## src/rtl/note_sequencer.sv

```systemverilog
// Step sequencer that plays a note pattern from a small RAM.
// It drives the divide value and reset of a clock_divider tone generator.
module note_sequencer #(
  parameter int unsigned N     = 8,
  parameter int unsigned DEPTH = 16,
  parameter int unsigned AW    = $clog2(DEPTH),
  parameter int unsigned TW    = 16,
  parameter int unsigned LW    = 4
) (
  input  logic          clk,
  input  logic          rst,
  input  logic          wr_en,
  input  logic [AW-1:0] wr_addr,
  input  logic [N-1:0]  wr_divide,
  input  logic [LW-1:0] wr_len,
  input  logic          wr_rest,
  input  logic [TW-1:0] tick_period,
  input  logic [AW-1:0] last_step,
  input  logic          loop,
  input  logic          start,
  input  logic          stop,
  output logic [N-1:0]  divide,
  output logic          div_rst,
  output logic          gate,
  output logic [AW-1:0] step,
  output logic          busy,
  output logic          done
);

  typedef enum logic [1:0] {IDLE, LOAD, PLAY} state_t;

  typedef struct packed {
    logic [N-1:0]  divide;
    logic [LW-1:0] len;
    logic          rest;
  } step_t;

  state_t        state_q, state_d;
  step_t         mem [DEPTH];
  step_t         rd_c;
  logic [TW-1:0] tc_q, tc_d, tp_q, tp_d;
  logic [LW-1:0] bc_q, bc_d, len_q, len_d;
  logic [AW-1:0] last_q, last_d, step_d;
  logic [N-1:0]  divide_d;
  logic          loop_q, loop_d, gate_d, done_d, busy_d, div_rst_d;
  logic          tick_end_c, step_end_c, more_c;

  // Pattern RAM; not cleared by reset.
  always_ff @(posedge clk) begin
    if (wr_en) mem[wr_addr] <= '{divide: wr_divide, len: wr_len, rest: wr_rest};
  end

  assign rd_c       = mem[step];
  assign tick_end_c = (tc_q == tp_q);
  assign step_end_c = (state_q == PLAY) && tick_end_c && (bc_q == len_q);
  assign more_c     = (step < last_q) || loop_q;

  // State and datapath registers
  always_ff @(posedge clk) begin
    if (rst) begin
      state_q <= IDLE;
      divide  <= '0;
      div_rst <= 1'b1;
      gate    <= 1'b0;
      step    <= '0;
      busy    <= 1'b0;
      done    <= 1'b0;
      tc_q    <= '0;
      bc_q    <= '0;
      len_q   <= '0;
      tp_q    <= '0;
      last_q  <= '0;
      loop_q  <= 1'b0;
    end else begin
      state_q <= state_d;
      divide  <= divide_d;
      div_rst <= div_rst_d;
      gate    <= gate_d;
      step    <= step_d;
      busy    <= busy_d;
      done    <= done_d;
      tc_q    <= tc_d;
      bc_q    <= bc_d;
      len_q   <= len_d;
      tp_q    <= tp_d;
      last_q  <= last_d;
      loop_q  <= loop_d;
    end
  end

  // Next-state logic; stop overrides start and step end.
  always_comb begin
    state_d = state_q;
    unique case (state_q)
      IDLE: if (start && !stop) state_d = LOAD;
      LOAD: state_d = stop ? IDLE : PLAY;
      PLAY: begin
        if (stop)            state_d = IDLE;
        else if (step_end_c) state_d = more_c ? LOAD : IDLE;
      end
      default: state_d = IDLE;
    endcase
  end

  // Next values of the registered outputs and counters
  always_comb begin
    divide_d  = divide;
    gate_d    = gate;
    step_d    = step;
    done_d    = 1'b0;
    tc_d      = tc_q;
    bc_d      = bc_q;
    len_d     = len_q;
    tp_d      = tp_q;
    last_d    = last_q;
    loop_d    = loop_q;
    busy_d    = (state_d != IDLE);
    div_rst_d = (state_d != PLAY);
    unique case (state_q)
      IDLE: begin
        if (start && !stop) begin
          tp_d   = tick_period;
          last_d = last_step;
          loop_d = loop;
          step_d = '0;
        end
      end
      LOAD: begin
        if (stop) begin
          step_d = '0;
          gate_d = 1'b0;
        end else begin
          divide_d = rd_c.divide;
          len_d    = rd_c.len;
          gate_d   = ~rd_c.rest;
          tc_d     = '0;
          bc_d     = '0;
        end
      end
      PLAY: begin
        if (stop) begin
          step_d = '0;
          gate_d = 1'b0;
        end else if (tick_end_c) begin
          tc_d = '0;
          bc_d = bc_q + LW'(1);
          if (bc_q == len_q) begin
            if (step < last_q) begin
              step_d = step + AW'(1);
            end else if (loop_q) begin
              step_d = '0;
            end else begin
              step_d = '0;
              gate_d = 1'b0;
              done_d = 1'b1;
            end
          end
        end else begin
          tc_d = tc_q + TW'(1);
        end
      end
      default: ;
    endcase
  end

endmodule

```

## config.mk

```make
export PLATFORM = sky130hd
export DESIGN_NAME = note_sequencer
export DESIGN_NICKNAME = d
export VERILOG_FILES = /design/src/rtl/note_sequencer.sv
export SDC_FILE = /design/constraint.sdc
export NUM_CORES = 1
export LEC_CHECK = 0
export CAP_MARGIN = 20
export CORE_MARGIN = 5
export CORE_UTILIZATION = 64
export CTS_CLUSTER_SIZE = 16
export DETAILED_ROUTE_END_ITERATION = 10
export MAX_ROUTING_LAYER = met4
export PLACE_DENSITY = 0.8
export REMOVE_ABC_BUFFERS = 1
export SYNTH_ARGS = -nofsm -noshare
export SYNTH_HDL_FRONTEND = slang
export SYNTH_SLANG_ARGS = --single-unit
```

## constraint.sdc

```tcl
create_clock -name clk -period 6.8 [get_ports clk]
set_input_delay 1.36 -clock clk [delete_from_list [all_inputs] [get_ports clk]]
set_output_delay 1.36 -clock clk [all_outputs]
set_load 0.05 [all_outputs]
```

Yosys cells after proc, flatten, opt, wreduce, memory -nomap -nowiden
Memories as Yosys holds them, arrays and structs flattened. A register that Yosys moved wholly into a read port is not among the register bits. Cells that the tools add are included.

Register bits: 63. Bits in writable memories: 208. Input bits: 43. Output and inout port bits: 16. Logic and storage cells: 86. Memories kept: 1.

Add/sub/neg operators: 3. Magnitude comparators: 1. Equality and inequality tests: 14. Muxes and demuxes: 33. Bitwise gates (word level): 5. Reductions and logical operators: 16.

Memory list: mem (words 16, width 13, rd ports 1, clocked after Yosys merged registers in 1, wr ports 1, RTL line 39) `step_t mem [DEPTH];`.

Operators with widths (number): two-way mux 16 bit (3); two-way mux 4 bit (11); case mux 16 bit (2 select lines) (1); adder 16 x 1 -> 16 bit (second input constant) (1); equality test 16 bit (1); inequality test 2 bit (second input constant) (6); case mux 4 bit (3 select lines) (1); two-way mux 1 bit (10); AND reduction 5 bit (2); inequality test 3 bit (second input constant) (3); adder 4 x 1 -> 4 bit (second input constant) (2); two-way mux 2 bit (4); case mux 4 bit (2 select lines) (1); case mux 2 bit (3 select lines) (1); OR reduction 6 bit (1); inverter 1 bit (5); equality test 4 bit (1); less-than comparator 4 bit (1); AND reduction 2 bit (2); AND reduction 4 bit (1); nonzero test 2 bit (2); logical AND 1 bit (3); inequality test 3 x 2 -> 1 bit (second input constant) (1); AND reduction 3 bit (1); other kinds (7) (7).

Longest topological paths before layout
Depth after elaboration: 8. Depth in mapped cells: 8. Gate-level depth less buffers: 8.

Least setup slack after synthesis
No wires, ideal clock.

Path kind: in2reg. Start point: input port wr_addr[2]. End point: memory mem[0][0] (netlist bit), enable pin. Setup time: 0.399 ns. Arrival time: 2.805 ns. Required time: 6.401 ns. Setup slack: 3.596 ns. Stages: 2. Path buffers: 0. Cells stage by stage: or3b_2 > nor3_1.

RTL lines: start: declaration (RTL line 13) `input logic [AW-1:0] wr_addr,`; end: declaration (RTL line 39).

Straight into the memory's write port.

==> summary.md <==
| Metric | Value |
|---|---|
| Status | completed |
| Reg2reg path depth | 7 |
| Critical path peak fanout | 35 |
| First-pass GRT wire length | roughly 36,000 µm |
| Max Clk Rate | 294 MHz |
| Share of layout cells above drive strength 1 | 18.1% |
| Hold crit path type | reg2reg |
| Worst setup endpoint | len_q[3] |
| Net Switching | 746 µW |
| Max Slew Vio Count | 0 |
| CTS tree | yes |
| RD Place Congestion | 0.851 |
| Int Pwr | between 2 and 3 mW |
| First-pass detailed-route iteration total | 5 |
| Clk buf depth | 3 |
| Netlist cell types | 54 |
| Die area | 19,800 µm² |
| Port bufs | 58 |
| Period utilization | 49.9% |
| Initial antenna violation count | 0 |
| Synthesis-to-finish area growth | 17.7% |
| Mapped cell area | about 11,000 µm² |
| P_leak | 4.24 nW |
| Cell taking the most area after synthesis | edfxtp_1 |
| 1st-iter DRT viols | 456 |
| CTS sink cnt | 275 |
| Synth async-reset ratio | 0% |
| Final hold violations | 0 |
| Worst vdd rail ir drop | 0.000283 V |
| Critical Path RT | 7.23 ns |
| Setup Skew | 0.00940 ns |
| Critical path type | in2reg |
| Final net count | 817 |
| DRT Wirelength | 23,100 µm |
| Max Cap Violations | 0 |
| Pwr per Cell Area | 285 nW/µm² |
| Post-synth top flop | edfxtp_1 |
| Unrepaired setup endpoints after global routing | false |
| # IOs | 59 |
| Top cells by count, synth | edfxtp_1 (208), dfxtp_1 (67), nand2_1 (57) |
| Chip Height | 141 µm |
| WL/cell | 23.0 µm |
| Die Width | 141 µm |
| Reg2Reg Launch Point | state_q[0] |
| Clk slew on worst S/H paths | 0.06 ns |
| Count leader, synth | edfxtp_1 |
| H-Tree Depth | 1 |
| DRC viols | 0 |
| Seq cells post-synth | 275 |
| Sequential Power Share | 50.5% |
| CTS resizes | 0 |
| Gr usage total | 24.4% |
| Post-Syn Area per Cell | between 15 and 20 µm² |
| Site Rows | 47 |
| Minimum clock period | 3.40 ns |
| Sequential element share of the synthesized area | 69.2% |
| Final HPWL DP | 14,100 µm |
| Setup crit end kind | flip-flop |
| Gate count of the mapped netlist | 687 |
| Post-CTS Hold Buffers | 0 |
| Routed vias | approximately 6.3k |
| Initial core utilization | 65.7% |
| Flop-to-flop setup slack | 4.25 ns |
| Worst reg2reg path endpoint | step[1] |
| Number of synthesized flops with an enable pin | between 200 and 250 |
| Area contributors post-synth | edfxtp_1 (57%), dfxtp_1 (12%), mux4_2 (11%) |
| Core Footprint | 16,700 µm² |
| Vias per cell | 6.31 |
| Post-CTS Repair Setup Buffers | 0 |
| Worst slew pin tran | 1.07 ns |
| Clk Latency, worst-skew pair | 0.54 ns |
| Final setup violation count | 0 |
| Vias in the first global route | 6,608 |
| Pin count of the biggest net entering global routing | 53 |
| Crit path DAT | 3.82 ns |
| Worst hold slack | 0.464 ns |
| Gate power share | 4.6% |
| DRT antenna net count | 0 |
| Total CTS buffers | 27 |
| Ys Warns | 0 |
| Clock power share | around 45% |
| Sw Ratio | 20.3% |
| Fill count | 948 |
| Max-slew headroom | 28.7% |
| Root Driver | clkbuf_16 |
| Fin Setup TNS | 0 ns |
| Post-synth top area share | 57.0% |
| CP Launch Point | rst |
| Grt ovf | 0 |
| Crit path launch type | input pin |
| Diode count | 0 |
-- through the flow --
stage	setup WS, ns	total power [mW]	area [µm²]	std cells	util, %
after floorplan	3.12	1.98	10800	657	-
after global placement	3.09	2.05	11800	950	70.8
after detailed placement	2.92	2.06	11800	951	70.9
after CTS	3.45	3.69	12800	1001	76.9
after global routing	3.26	3.80	12900	1005	77.3
final	3.40	3.68	12900	1005	77.3
-- power by group through the flow --
stage / combinational, mW / clock [mW] / sequential [mW]
3_3_place_gp: 0.159 / 0 / 1.89
2_1_floorplan: 0.0806 / 0 / 1.90
6_report: 0.170 / 1.65 / 1.86
4_1_cts: 0.169 / 1.66 / 1.86
5_1_grt: 0.184 / 1.75 / 1.86
3_5_place_dp: 0.168 / 0 / 1.89
-- worst max-delay path, cell delays in order --
cell,delay (ns)
clkdlybuf4s50_1,0.46
buf_4,0.34
clkinv_1,0.62
nand2_1,0.67
a21oi_1,0.12
a31o_2,0.24
-- cell families (layout without fill, tap and decap cells) --
group,count (synthesis),count (layout),share of synthesized area [%]
buffers and inverters,44,142,1.70
adders and majority gates,10,10,1.14
xor gates and xnor gates,34,34,2.72
and+or+nand+nor,164,164,7.59
DFF,275,275,69.2
AOI/OAI and AO/OA,105,105,6.57
muxes,55,55,11.1
-- worst min path at each step --
stage | start | to | slack [ns] | cells after the start
after floorplan | last_q[1] | last_q[1] | 0.43 | 2
after global placement | last_q[1] | last_q[1] | 0.45 | 2
after detailed placement | last_q[3] | last_q[3] | 0.45 | 2
after CTS | last_q[3] | last_q[3] | 0.46 | 2
after global routing | tp_q[5] | tp_q[5] | 0.49 | 2
final | last_q[1] | last_q[1] | 0.46 | 2
-- layout make-up --
cell class / instances / area [µm²] / share of cell area (%)
sequential: 275 / 7590 / 58.8
timing repair buffer: 78 / 762 / 5.90
multi-input combinational: 368 / 3210 / 24.9
inverter: 14 / 52.6 / 0.407
clock inverter: 19 / 299 / 2.32
clock buffer: 31 / 711 / 5.51
tap: 220 / 275 / 2.13
-- placed cells by master, fill, tap and decap left out, drive strengths merged, types with 13 or more instances in the layout --
cell type / n
clkbuf: 31
a21oi: 41
nand2: 57
xor2: 22
buf: 20
dfxtp: 67
nor3: 14
clkdlybuf4s50: 58
a22oi: 24
a31o: 13
nor2: 36
inv: 15
edfxtp: 208
mux4: 53
-- registers in the layout, summed over array words and instances (netlist names), named ones only --
signal	cells
last_q	4
gate	1
busy	1
bc_q	4
done	1
mem	208
len_q	4
loop_q	1
divide	8
tp_q	16
state_q	2
step	4
tc_q	16
div_rst	1
-- metal layers --
metal  track usage [%]  up-vias  wire length [µm]
met5                 -        -                 0
met1              31.5     3194              9060
met2              41.0      271             11800
li1                  -     2823                 -
met4              6.43        0               620
met3              4.00       56              1670
No activity file was read; power rests on OpenSTA's default activity.
